[src/rtl/instr_fetch_unit.sv]
// Instruction fetch stage: issues reads to a 1-cycle synchronous instruction memory,
// buffers {pc, instr} pairs in a prefetch FIFO and presents them over valid/ready.

module instr_fetch_unit #(
  parameter int ADDR_W = 16,
  parameter int INSTR_W = 19,
  parameter int DEPTH = 4,
  parameter logic [ADDR_W-1:0] RESET_PC = {ADDR_W{1'b0}}
) (
  input  logic                     clk,
  input  logic                     reset,
  output logic                     imem_en,
  output logic [ADDR_W-1:0]        imem_addr,
  input  logic [INSTR_W-1:0]       imem_rdata,
  input  logic                     redirect_valid,
  input  logic [ADDR_W-1:0]        redirect_pc,
  input  logic                     halt,
  output logic                     if_valid,
  input  logic                     if_ready,
  output logic [INSTR_W-1:0]       if_instr,
  output logic [ADDR_W-1:0]        if_pc,
  output logic [$clog2(DEPTH):0]   fifo_count,
  output logic                     idle
);

  localparam int PTR_W = $clog2(DEPTH);
  localparam int CNT_W = PTR_W + 1;
  localparam logic [CNT_W:0] DEPTH_C = (CNT_W + 1)'(DEPTH);

  logic [ADDR_W-1:0]  fetch_pc_r;
  logic [ADDR_W-1:0]  inflight_pc_r;
  logic               inflight_r;
  logic [INSTR_W-1:0] instr_mem_r [DEPTH];
  logic [ADDR_W-1:0]  pc_mem_r [DEPTH];
  logic [PTR_W-1:0]   wr_ptr_r;
  logic [PTR_W-1:0]   rd_ptr_r;
  logic [CNT_W-1:0]   count_r;

  logic               issue_s;
  logic               push_s;
  logic               pop_s;
  logic [CNT_W:0]     reserved_s;

  // Issue reserves a FIFO slot for the in-flight read, so overflow cannot occur.
  always_comb begin
    reserved_s = {1'b0, count_r} + {{CNT_W{1'b0}}, inflight_r};
    issue_s    = !reset && !redirect_valid && !halt && (reserved_s < DEPTH_C);
    push_s     = inflight_r && !redirect_valid;
    pop_s      = (count_r != {CNT_W{1'b0}}) && if_ready;
  end

  // Head presentation; an empty FIFO shows zeros rather than stale storage.
  always_comb begin
    if_valid = (count_r != {CNT_W{1'b0}});
    if (if_valid) begin
      if_instr = instr_mem_r[rd_ptr_r];
      if_pc    = pc_mem_r[rd_ptr_r];
    end else begin
      if_instr = {INSTR_W{1'b0}};
      if_pc    = {ADDR_W{1'b0}};
    end
  end

  assign imem_en    = issue_s;
  assign imem_addr  = fetch_pc_r;
  assign fifo_count = count_r;
  assign idle       = (count_r == {CNT_W{1'b0}}) && !inflight_r;

  // Fetch PC, in-flight tracking and FIFO pointers; redirect flushes everything.
  always_ff @(posedge clk) begin
    if (reset) begin
      fetch_pc_r    <= RESET_PC;
      inflight_r    <= 1'b0;
      inflight_pc_r <= {ADDR_W{1'b0}};
      wr_ptr_r      <= {PTR_W{1'b0}};
      rd_ptr_r      <= {PTR_W{1'b0}};
      count_r       <= {CNT_W{1'b0}};
    end else if (redirect_valid) begin
      fetch_pc_r <= redirect_pc;
      inflight_r <= 1'b0;
      wr_ptr_r   <= {PTR_W{1'b0}};
      rd_ptr_r   <= {PTR_W{1'b0}};
      count_r    <= {CNT_W{1'b0}};
    end else begin
      inflight_r <= issue_s;
      if (issue_s) begin
        fetch_pc_r    <= fetch_pc_r + ADDR_W'(1'b1);
        inflight_pc_r <= fetch_pc_r;
      end
      if (push_s) begin
        wr_ptr_r <= wr_ptr_r + PTR_W'(1'b1);
      end
      if (pop_s) begin
        rd_ptr_r <= rd_ptr_r + PTR_W'(1'b1);
      end
      case ({push_s, pop_s})
        2'b10:   count_r <= count_r + CNT_W'(1'b1);
        2'b01:   count_r <= count_r - CNT_W'(1'b1);
        default: count_r <= count_r;
      endcase
    end
  end

  // FIFO payload storage; no reset needed since reads are gated by count.
  always_ff @(posedge clk) begin
    if (push_s && !reset) begin
      instr_mem_r[wr_ptr_r] <= imem_rdata;
      pc_mem_r[wr_ptr_r]    <= inflight_pc_r;
    end
  end

  instr_fetch_unit_chk #(
    .CNT_W (CNT_W),
    .DEPTH (DEPTH)
  ) u_chk (
    .clk   (clk),
    .reset (reset),
    .push  (push_s),
    .count (count_r)
  );

endmodule

// Protocol checker: a push must never land in a full prefetch FIFO.
module instr_fetch_unit_chk #(
  parameter int CNT_W = 3,
  parameter int DEPTH = 4
) (
  input logic             clk,
  input logic             reset,
  input logic             push,
  input logic [CNT_W-1:0] count
);

  localparam logic [CNT_W-1:0] FULL_C = CNT_W'(DEPTH);

  a_no_overflow: assert property (@(posedge clk) disable iff (reset) !(push && (count == FULL_C)));

endmodule

[config.mk]
export PLATFORM = sky130hd
export DESIGN_NAME = instr_fetch_unit
export DESIGN_NICKNAME = d
export VERILOG_FILES = /design/src/rtl/instr_fetch_unit.sv
export SDC_FILE = /design/constraint.sdc
export NUM_CORES = 1
export LEC_CHECK = 0
export CORE_ASPECT_RATIO = 0.8
export CORE_UTILIZATION = 55
export CTS_CLUSTER_SIZE = 8
export DETAILED_ROUTE_END_ITERATION = 12
export PLACE_DENSITY = 0.84
export SYNTH_ARGS = -nofsm -noshare
export SYNTH_HDL_FRONTEND = slang
export SYNTH_SLANG_ARGS = --single-unit
[constraint.sdc]
create_clock -name clk -period 3.19 [get_ports clk]
set_input_delay 0.7975 -clock clk [delete_from_list [all_inputs] [get_ports clk]]
set_output_delay 0.7975 -clock clk [all_outputs]
set_load 0.1 [all_outputs]
==> impl_metrics.json <==
{
  "status": "complete, no violations",
  "numCtsBuffers": 17,
  "dr.pass1.iters": 5,
  "dieArea_um2": 13600,
  "clock_sinks": 182,
  "p_seq_share_pct": 54.1,
  "fin_crit_ns": 3.02,
  "hold_ws_ns": 0.509,
  "nets": 614,
  "routed_via_density": 5.81,
  "rsz0062_at_grt": "false",
  "die_w_um": 130,
  "p_per_area_nw_per_um2": 513,
  "insertion_delay_ns": 0.42,
  "drt-initial-drc-count": 299,
  "synth-seq-cells": 182,
  "syn_avg_cell_area_um2": 15.8,
  "finish.utilization_pct": 73.2,
  "cp_max_fo": 28,
  "clock.fmax_ghz": 0.331,
  "wl_per_cell_um": 20.1,
  "synth_area_um2": 7220,
  "hold_viol_final": 0,
  "cts_resized": 0,
  "hpwl_um": 9830,
  "antenna_found_initial": 0,
  "cp-start-kind": "flop",
  "drive_gt1_share_pct": 27.4,
  "p_int_w": 0.00373,
  "crit_type": "flop to output pin",
  "clk_pin_slew_ns": 0.06,
  "overflow": 0,
  "clockBufferDepth": 2,
  "grt_max_degree": 40,
  "netlist_instances": 458,
  "layout_common_cells": "edfxtp_1, nand2_1, buf_12",
  "wl_um": 15100,
  "hp-class": "flop to flop",
  "syn_to_final_growth_pct": 30.1,
  "num_vias": 4385,
  "h-tree-depth": 4,
  "p_comb_share_pct": 7.3,
  "diodes": 0,
  "setup_tns_ns": 0,
  "post-route-drc-count": 0,
  "worstPathArrival_ns": 2.22,
  "rows": 37,
  "track_usage_pct": 24.4,
  "fin_crit_sh_pct": 94.6,
  "swShare_pct": 22.6,
  "synth_fp_nets": 505,
  "slew_headroom_pct": 58.7,
  "coreArea_um2": 12800,
  "tightestPinTransition_ns": 0.619,
  "drv_cap": 0,
  "start_util_pct": 56.3,
  "ctsHoldBuffers": 0,
  "yosysSeqAreaShare_pct": 69.9,
  "drv_slew": 0,
  "end_kind": "output pin",
  "synth_warnings": 0,
  "ir_drop_mv": 0.481,
  "setup_viol_count_final": 0,
  "critPathRequiredTime_ns": 2.39,
  "clock-skew-final_ns": 0.00510,
  "nFillCells": 751,
  "instances_no_fill": 755,
  "grt_first_pass_wirelength_um": 23900,
  "dpl.cell_count": 723,
  "tritoncts": "done",
  "post_cts_buffers": 0,
  "p_leak_nw": 3.20,
  "ant_nets": 0,
  "port_buffers": 96,
  "synth_cell_types": 41,
  "power.switching_w": 0.00109,
  "power_frac_clock_pct": 38.6,
  "die_h_um": 104,
  "final_common_cell": "edfxtp_1",
  "root_buffer": "clkbuf_16",
  "ioPinCount": 97,
  "grt_pass1_vias": 4425,
  "routabilityCongestion": 0.905
}
[registers in the layout, summed over array words and instances (netlist names), named ones only]
register and flops:
pc_mem_r 64, fifo_count 3, inflight_pc_r 16, rd_ptr_r 2, imem_addr 16, instr_mem_r 76, wr_ptr_r 2, inflight_r 1
[stage by stage]
step | setup WS [ns] | total power (W) | cell area [um^2]
5_1_grt | 0.0270 | 0.00496 | 9390
6_report | 0.172 | 0.00482 | 9390
3_3_place_gp | 0.233 | 0.00300 | 8860
3_5_place_dp | 0.171 | 0.00300 | 8860
2_1_floorplan | 0.228 | 0.00286 | 7240
4_1_cts | 0.104 | 0.00484 | 9390
[area by class of cell]
cell class / instances / area [um^2] / area share [%]
sequential: 182 / 5050 / 53.8
multi-input combinational: 243 / 2060 / 22.0
timing repair buffer: 113 / 1480 / 15.8
clock buffer: 22 / 474 / 5.05
tap: 175 / 219 / 2.33
clock inverter: 10 / 56.3 / 0.600
inverter: 10 / 37.5 / 0.400
[per-layer routing]
layer	track usage, %	share of wire (%)
met4	7.14	1.2
met3	6.43	6.1
met5	0	0
met1	32.9	43
met2	39.0	49
[kinds of logic (layout without fill, tap and decap cells)]
| family | after synthesis | in the layout | share of synthesized area (%) |
|---|---|---|---|
| mux | 39 | 39 | 11.5 |
| simple gates | 142 | 142 | 10.1 |
| xor+xnor | 13 | 13 | 1.58 |
| flops | 182 | 182 | 69.9 |
| compound gates | 42 | 42 | 3.80 |
| buf+inv | 33 | 155 | 1.79 |
| fa+ha+maj | 7 | 7 | 1.32 |
[power by group through the flow]
stage	clock network [W]	logic, W	registers (W)
2_1_floorplan	0	0.000110	0.00275
5_1_grt	0.00199	0.000367	0.00261
3_3_place_gp	0	0.000344	0.00265
6_report	0.00186	0.000352	0.00260
4_1_cts	0.00189	0.000352	0.00260
3_5_place_dp	0	0.000349	0.00265
[final timing paths]
| check | from | endpoint | slack (ns) | depth (start not counted) |
|---|---|---|---|---|
| worst max-delay path | flop | if_pc[3] | 0.17 | 4 |
| worst max register to register | fifo_count[0] | fifo_count[2] | 0.71 | 9 |
| worst min register to register | inflight_pc_r[1] | inflight_pc_r[1] | 0.51 | 2 |
| worst min-delay path | inflight_pc_r[1] | inflight_pc_r[1] | 0.51 | 2 |
[critical path: stages (launching register included)]
cell     delay (ns)
dfxtp_2        0.54
buf_12         0.30
mux4_2         0.55
and2_1         0.23
buf_12         0.18
[synthesized netlist by cell type]
cell	count	area share [%]
edfxtp_1	140	58
nand2_1	44	2.3
dfxtp_1	42	12
and2_1	37	3.2
mux4_2	35	11
a21oi_1	22	1.5
nor2_1	20	1.0
clkbuf_1	18	0.94
inv_1	10	0.52
xor2_1	9	1.1
nand3_1	8	0.55
nand4_1	7	0.61
a211oi_1	6	0.62
and3_1	6	0.52
ha_1	6	1.0
or3_1	5	0.43
buf_2	4	0.28
nor3_1	4	0.28
xnor2_1	4	0.49
and4_1	3	0.36
mux2i_1	3	0.42
nor4_1	3	0.26
o21ai_0	3	0.21
a311oi_1	2	0.24
a2111oi_0	1	0.12
a221oi_1	1	0.12
a311o_1	1	0.14
a311oi_2	1	0.21
buf_1	1	0.052
fa_1	1	0.28
mux2_2	1	0.16
nand2b_1	1	0.087
nor2b_1	1	0.087
nor4bb_1	1	0.14
o211ai_1	1	0.10
o311a_1	1	0.14
o311ai_0	1	0.12
o31a_1	1	0.12
o32ai_1	1	0.12
or2_0	1	0.087
or4_4	1	0.16
No activity file was read; power rests on OpenSTA's default activity.
